==> src/rtl/ring_rotate_sequencer_if.sv <==
// Command port of the ring rotate sequencer: one command per valid/ready
// handshake, plus a level-sensitive abort that only matters while rotating.
interface ring_rotate_sequencer_if #(
    parameter int WIDTH  = 4,
    parameter int STEP_W = 4,
    parameter int CNT_W  = 8
);
    // Handshake: a command transfers on a rising edge where cmd_valid and
    // cmd_ready are both high; cmd_ready depends on controller state only,
    // and the master holds cmd_* stable while cmd_valid waits for cmd_ready.
    logic              cmd_valid;
    logic              cmd_ready;
    logic [1:0]        cmd_op;
    logic [WIDTH-1:0]  cmd_data;
    logic [STEP_W-1:0] cmd_steps;
    logic [CNT_W-1:0]  interval;
    logic              abort;

    modport master (
        output cmd_valid, cmd_op, cmd_data, cmd_steps, interval, abort,
        input  cmd_ready
    );

    modport slave (
        input  cmd_valid, cmd_op, cmd_data, cmd_steps, interval, abort,
        output cmd_ready
    );
endinterface

==> src/rtl/ring_rotate_sequencer.sv <==
// Command-driven owner of a WIDTH-bit ring register: load, clear to one-hot,
// and rotate left/right a programmed number of steps with a dwell between steps.
module ring_rotate_sequencer #(
    parameter int WIDTH  = 4,
    parameter int STEP_W = 4,
    parameter int CNT_W  = 8
) (
    input  logic                   clk,
    input  logic                   reset,
    ring_rotate_sequencer_if.slave bus,
    output logic [WIDTH-1:0]       count,
    output logic                   busy,
    output logic                   step_pulse,
    output logic                   done,
    output logic [1:0]             dbg_state_o
);
    typedef enum logic [1:0] {
        S_IDLE = 2'd0,
        S_RUN  = 2'd1,
        S_DONE = 2'd2
    } state_e;

    localparam logic [1:0] OP_LOAD  = 2'b00;
    localparam logic [1:0] OP_LEFT  = 2'b01;
    localparam logic [1:0] OP_RIGHT = 2'b10;
    localparam logic [1:0] OP_CLEAR = 2'b11;

    localparam logic [WIDTH-1:0] ONE_HOT = {{(WIDTH-1){1'b0}}, 1'b1};

    state_e            state_q;
    logic [WIDTH-1:0]  count_q;
    logic [WIDTH-1:0]  count_rot_d;
    logic [STEP_W-1:0] remaining_q;
    logic [CNT_W-1:0]  timer_q;
    logic [CNT_W-1:0]  interval_q;
    logic              dir_right_q;
    logic              step_pulse_q;
    logic              done_q;

    always_comb begin
        count_rot_d = count_q;
        if (dir_right_q) count_rot_d = {count_q[0], count_q[WIDTH-1:1]};
        else             count_rot_d = {count_q[WIDTH-2:0], count_q[WIDTH-1]};
    end

    always_ff @(posedge clk or negedge reset) begin
        if (!reset) begin
            state_q      <= S_IDLE;
            count_q      <= ONE_HOT;
            remaining_q  <= '0;
            timer_q      <= '0;
            interval_q   <= '0;
            dir_right_q  <= 1'b0;
            step_pulse_q <= 1'b0;
            done_q       <= 1'b0;
        end else begin
            step_pulse_q <= 1'b0;
            done_q       <= 1'b0;
            case (state_q)
                S_IDLE: begin
                    if (bus.cmd_valid) begin
                        case (bus.cmd_op)
                            OP_LOAD: begin
                                count_q <= bus.cmd_data;
                                state_q <= S_DONE;
                                done_q  <= 1'b1;
                            end
                            OP_CLEAR: begin
                                count_q <= ONE_HOT;
                                state_q <= S_DONE;
                                done_q  <= 1'b1;
                            end
                            OP_LEFT, OP_RIGHT: begin
                                if (bus.cmd_steps == '0) begin
                                    state_q <= S_DONE;
                                    done_q  <= 1'b1;
                                end else begin
                                    dir_right_q <= (bus.cmd_op == OP_RIGHT);
                                    remaining_q <= bus.cmd_steps;
                                    timer_q     <= bus.interval;
                                    interval_q  <= bus.interval;
                                    state_q     <= S_RUN;
                                end
                            end
                            default: state_q <= S_IDLE;
                        endcase
                    end
                end
                S_RUN: begin
                    // Abort wins even over a step that is due on this edge.
                    if (bus.abort) begin
                        state_q <= S_DONE;
                        done_q  <= 1'b1;
                    end else if (timer_q != '0) begin
                        timer_q <= timer_q - 1'b1;
                    end else begin
                        count_q      <= count_rot_d;
                        remaining_q  <= remaining_q - 1'b1;
                        timer_q      <= interval_q;
                        step_pulse_q <= 1'b1;
                        if (remaining_q == STEP_W'(1)) begin
                            state_q <= S_DONE;
                            done_q  <= 1'b1;
                        end
                    end
                end
                S_DONE:  state_q <= S_IDLE;
                default: state_q <= S_IDLE;
            endcase
        end
    end

    assign bus.cmd_ready = (state_q == S_IDLE);
    assign busy          = (state_q != S_IDLE);
    assign count         = count_q;
    assign step_pulse    = step_pulse_q;
    assign done          = done_q;
    assign dbg_state_o   = state_q;
endmodule

==> src/flat_wrapper.sv <==
// flat-port wrapper written by rule: the top's interface ports become plain ports
module ring_rotate_sequencer_flat 
#(
    parameter int WIDTH  = 4,
    parameter int STEP_W = 4,
    parameter int CNT_W  = 8
)
  (clk, reset, count, busy, step_pulse, done, dbg_state_o, bus_cmd_valid, bus_cmd_op, bus_cmd_data, bus_cmd_steps, bus_interval, bus_abort, bus_cmd_ready);
  ring_rotate_sequencer_if #(.WIDTH(WIDTH), .STEP_W(STEP_W), .CNT_W(CNT_W)) bus_i ();
  input  logic clk;
  input  logic reset;
  output logic [WIDTH-1:0] count;
  output logic busy;
  output logic step_pulse;
  output logic done;
  output logic [1:0] dbg_state_o;
  input wire logic [$bits(bus_i.cmd_valid)-1:0] bus_cmd_valid;
  input wire logic [$bits(bus_i.cmd_op)-1:0] bus_cmd_op;
  input wire logic [$bits(bus_i.cmd_data)-1:0] bus_cmd_data;
  input wire logic [$bits(bus_i.cmd_steps)-1:0] bus_cmd_steps;
  input wire logic [$bits(bus_i.interval)-1:0] bus_interval;
  input wire logic [$bits(bus_i.abort)-1:0] bus_abort;
  output wire logic [$bits(bus_i.cmd_ready)-1:0] bus_cmd_ready;
  assign bus_i.cmd_valid = bus_cmd_valid;
  assign bus_i.cmd_op = bus_cmd_op;
  assign bus_i.cmd_data = bus_cmd_data;
  assign bus_i.cmd_steps = bus_cmd_steps;
  assign bus_i.interval = bus_interval;
  assign bus_i.abort = bus_abort;
  assign bus_cmd_ready = bus_i.cmd_ready;
  ring_rotate_sequencer #(.WIDTH(WIDTH), .STEP_W(STEP_W), .CNT_W(CNT_W)) u_core (.clk(clk), .reset(reset), .bus(bus_i), .count(count), .busy(busy), .step_pulse(step_pulse), .done(done), .dbg_state_o(dbg_state_o));
endmodule
==> config.mk <==
export PLATFORM = sky130hd
export DESIGN_NAME = ring_rotate_sequencer_flat
export DESIGN_NICKNAME = d
export VERILOG_FILES = /design/src/rtl/ring_rotate_sequencer_if.sv /design/src/rtl/ring_rotate_sequencer.sv /design/src/flat_wrapper.sv
export SDC_FILE = /design/constraint.sdc
export NUM_CORES = 1
export LEC_CHECK = 0
export ABC_AREA = 0
export BUFFER_PORTS_ARGS = -buffer_cell sky130_fd_sc_hd__clkbuf_2
export CORE_MARGIN = 2
export CORE_UTILIZATION = 55
export CTS_CLUSTER_DIAMETER = 40
export DETAILED_ROUTE_END_ITERATION = 8
export GPL_ROUTABILITY_DRIVEN = 0
export PLACE_DENSITY = 0.79
export SYNTH_ARGS = -nofsm -noshare
export SYNTH_HDL_FRONTEND = slang
export SYNTH_SLANG_ARGS = --single-unit
==> constraint.sdc <==
create_clock -name clk -period 2.2 [get_ports clk]
set_clock_uncertainty 0.15 [all_clocks]
set_input_delay 0.55 -clock clk [delete_from_list [all_inputs] [get_ports clk]]
set_output_delay 0.55 -clock clk [all_outputs]
set_load 0.02 [all_outputs]
==> metrics list <==
* Detailed Routing Iterations Pass 1: 4
- Highest-count cells in the layout ignoring fill and taps: 31 x sky130_fd_sc_hd__clkbuf_2, 28 x sky130_fd_sc_hd__dfrtp_1, 15 x sky130_fd_sc_hd__buf_4, 13 x sky130_fd_sc_hd__nand2_1, 12 x sky130_fd_sc_hd__mux2_2
* Total overflow reported by the global router: 0
- Synth Instances: 175
- Number of H-tree branching levels: 2
- In this run the horizontal extent of the chip is 59.5 µm.
- Fill cells in the final layout number 253.
* Number of synthesized flops with an enable pin: 0
- The worst setup path is launched from a flop.
- Setup Buffers After CTS: 0
- For the worst setup path, the data arrival time is 2170 ps.
- The core region is 3000 µm².
* Netlist Area Pre-Place: 1690 µm²
* Sequential-to-total area share from yosys stat: 42.9%
* Post-synth cell types: 44
- Switching power total: 1.00 mW
- Leaving out fill and tap cells, the most frequent cell in the layout is sky130_fd_sc_hd__clkbuf_2.
- Overall power of the completed layout: 2.44 mW
* Antenna violations before repair: 0
* Share of the clock period used by the worst path: 95.4%
* Number of register bits inferred by synthesis: 29
- For the pin with the worst max-slew slack, the measured transition is 732 ps.
- The hold violation total from the final report came to 0.
* Proportion of total power due to net switching: 41.1%
- Number of global-route vias before repair: 1575
- Setup violations remaining at the end of the flow were counted as 0.
* Number of I/O port buffers: 31
* Starting DRT DRC Count: 86
* First-pass GRT wire length: 7050 µm
- Total inserted antenna cells: 0
* Max Used Layer: met4
- Data on the critical path is required at its endpoint by 2270 ps.
- Summed over all nets, wire length on met3 after detailed routing comes to 266 µm.
- In this design, the stage delay of the slowest critical-path cell is 580 ps.
- R2r setup slk: 100 ps
* Die height: 59.5 µm
* Relative slew slack: 51.2%
- Summed over all failing endpoints, the final setup total negative slack is 0 ps.
* Routed met1 length: 1770 µm
* Static leakage: 0.943 nW
- Area of placed instances: 1980 µm²
- Detailed-route vias per instance: 6.20
* Maximum number of buffers from clock root to sink: 2
- Counting flops with an async set or reset pin after synthesis yields a share of 100%.
- Summed over all nets, the half-perimeter wirelength after detailed placement is 2940 µm.
- The multi-input combinational cells in the finished layout cover a total of 890 µm².
- Dividing total power by cell area gives a power density of 1190 nW/µm².
- The clock network accounts for 14.2% of the total power.
- After detailed routing, the number of remaining DRC violations is 0.
- The count of pins over their slew limit was 0.
- # clock sinks: 29
* Setup repair after global routing missed its margin: false
- Post-synth net total: 202
- The critical path is of the reg -> reg type.
* Clock-pin slew reported for the worst setup and hold paths after clock tree synthesis: 100 ps
- During I/O placement, the number of pins put on the boundary was 32.
* Most used flip-flop cell after synthesis: sky130_fd_sc_hd__dfrtp_1
- Detailed routing inserted a total of 1563 vias.
* Worst VDD drop: 0.525 mV
- Once detail routing completed, the nets flagged for antenna violations numbered 0.
* Area delta synth->final: 20.5%
- The floorplan step defined a die boundary enclosing 3540 µm².
- The number of gates resized after CTS was 0.
* Power share of the sequential group: 42.7%
- Combinational share of power: 43.0%
* Proportion of layout cells with a drive suffix above 1: 34.2%
- Slowest stage cell on the critical path: sky130_fd_sc_hd__or3b_2
* Largest net degree at the start of global routing: 30
- Number of buffers inserted by hold repair at cts: 0
- CTS tree: done
- Post-DR wirelength/cell: 16.7 µm
* Std cell rows: 20
* GR Util All Layers: 26.9%
- Counting the buffers created by CTS gives 5.
- Post-layout min period: 2100 ps
- After routing the design area is 2040 µm².
- In this run the worst hold path is classified as in -> async.
* Total detailed-routing wirelength: 4210 µm
- In the final layout, flip-flops and latches occupy 727 µm².
- Clock tree root buffer cell: sky130_fd_sc_hd__clkbuf_4
- The signal on the critical path passes through inv_1, ha_1, or3b_2, o311a_1, a21oi_1, o2bb2ai_1.
- For this run, the post-layout net count is 245.
- The run finished with clean final reports.
- For the worst-skew pair, the clock arrives at the later sink with an insertion delay of 340 ps.
* CP max FO: 8
- Number of max-cap violations: 0
* Initial Util: 56.4%
- Mean instance size in the synthesized netlist: 9.68 µm²
- Wire segments on met2 add up to 2080 µm in the final route.
* Internal power: 1.44 mW
- Yosys printed 0 warnings.
- Static timing analysis puts the maximum clock frequency at 0.476 GHz.
- The worst setup path is captured at a flop.
critical path, delay by kind of cell, from the launching register on:
family	cells	cell delay (ps)
DFF	1	390
adders and majority gates	1	180
and+or+nand+nor	1	580
buffers and inverters	1	100
AOI/OAI and AO/OA	3	590
final timing paths:
path                                      start               endpoint  cells past startpoint
min                                       reset  u_core.remaining_q[1]                      1
max reg2reg                   u_core.timer_q[0]      u_core.timer_q[2]                      6
max                           u_core.timer_q[0]      u_core.timer_q[2]                      6
min in group clk                      bus_abort      u_core.step_pulse                      2
min reg2reg                u_core.interval_q[6]   u_core.interval_q[6]                      1
max in group asynchronous                 reset      u_core.timer_q[5]                      1
synthesized netlist by cell type (3+ instances only):
master	number	area, µm²
sky130_fd_sc_hd__dfrtp_1	28	701
sky130_fd_sc_hd__nand2_1	13	48.8
sky130_fd_sc_hd__mux2_2	12	135
sky130_fd_sc_hd__inv_1	10	37.5
sky130_fd_sc_hd__o21ai_0	9	45.0
sky130_fd_sc_hd__nor3_1	8	40.0
sky130_fd_sc_hd__o22ai_1	8	50.1
sky130_fd_sc_hd__clkbuf_1	7	26.3
sky130_fd_sc_hd__a21oi_1	6	30.0
sky130_fd_sc_hd__nor2_1	6	22.5
sky130_fd_sc_hd__ha_1	5	62.6
sky130_fd_sc_hd__mux2i_1	5	50.1
sky130_fd_sc_hd__buf_2	4	20.0
sky130_fd_sc_hd__nand3_1	4	20.0
sky130_fd_sc_hd__a22o_1	3	26.3
sky130_fd_sc_hd__a22oi_1	3	22.5
sky130_fd_sc_hd__a31oi_1	3	18.8
sky130_fd_sc_hd__and2_1	3	18.8
sky130_fd_sc_hd__nand3b_1	3	22.5
sky130_fd_sc_hd__nor2b_1	3	18.8
sky130_fd_sc_hd__nor4_1	3	18.8
cell families after synthesis:
logic type | share of synthesized area, %
compound gates | 18.0
fa+ha+maj | 3.69
buf+inv | 4.95
flops | 42.9
mux | 10.9
simple gates | 19.5
final cells by class:
class | instances | area share [%]
multi-input combinational | 125 | 43.6
sequential | 29 | 35.6
timing repair buffer | 47 | 14.1
clock buffer | 8 | 2.88
tap | 33 | 2.02
inverter | 10 | 1.84
state kept, by name (all words and copies together), names as in the netlist:
signal and flops:
u_core.interval_q 8, u_core.timer_q 8, u_core.count 4, u_core.remaining_q 4, u_core.dbg_state_o 2, u_core.dir_right_q 1, u_core.done 1, u_core.step_pulse 1
power groups by stage:
stage / clock network [mW] / registers [mW] / logic [mW]
detailed placement: 0 / 1.04 / 1.03
finish: 0.348 / 1.04 / 1.05
floorplan: 0 / 1.04 / 0.654
global placement: 0 / 1.01 / 0.999
global route: 0.376 / 1.08 / 1.15
CTS: 0.353 / 1.03 / 1.04
layer usage:
layer | vias up | GRT usage [%]
met5 | - | 0
li1 | 735 | -
met4 | 0 | 11.4
met2 | 61 | 45.1
met3 | 11 | 8.08
met1 | 756 | 32.0
per-stage QoR:
step / setup slack [ps] / std cells / utilization, % / hold WS, ps
global placement: -51.6 / 244 / 66.0 / 342
finish: 100 / 252 / 68.0 / 106
detailed placement: -82.1 / 244 / 66.0 / 348
global route: 31.1 / 252 / 68.0 / 164
floorplan: 53.1 / 175 / - / 104
CTS: 122 / 252 / 68.0 / 131
Power figures use the tool's default switching activity.
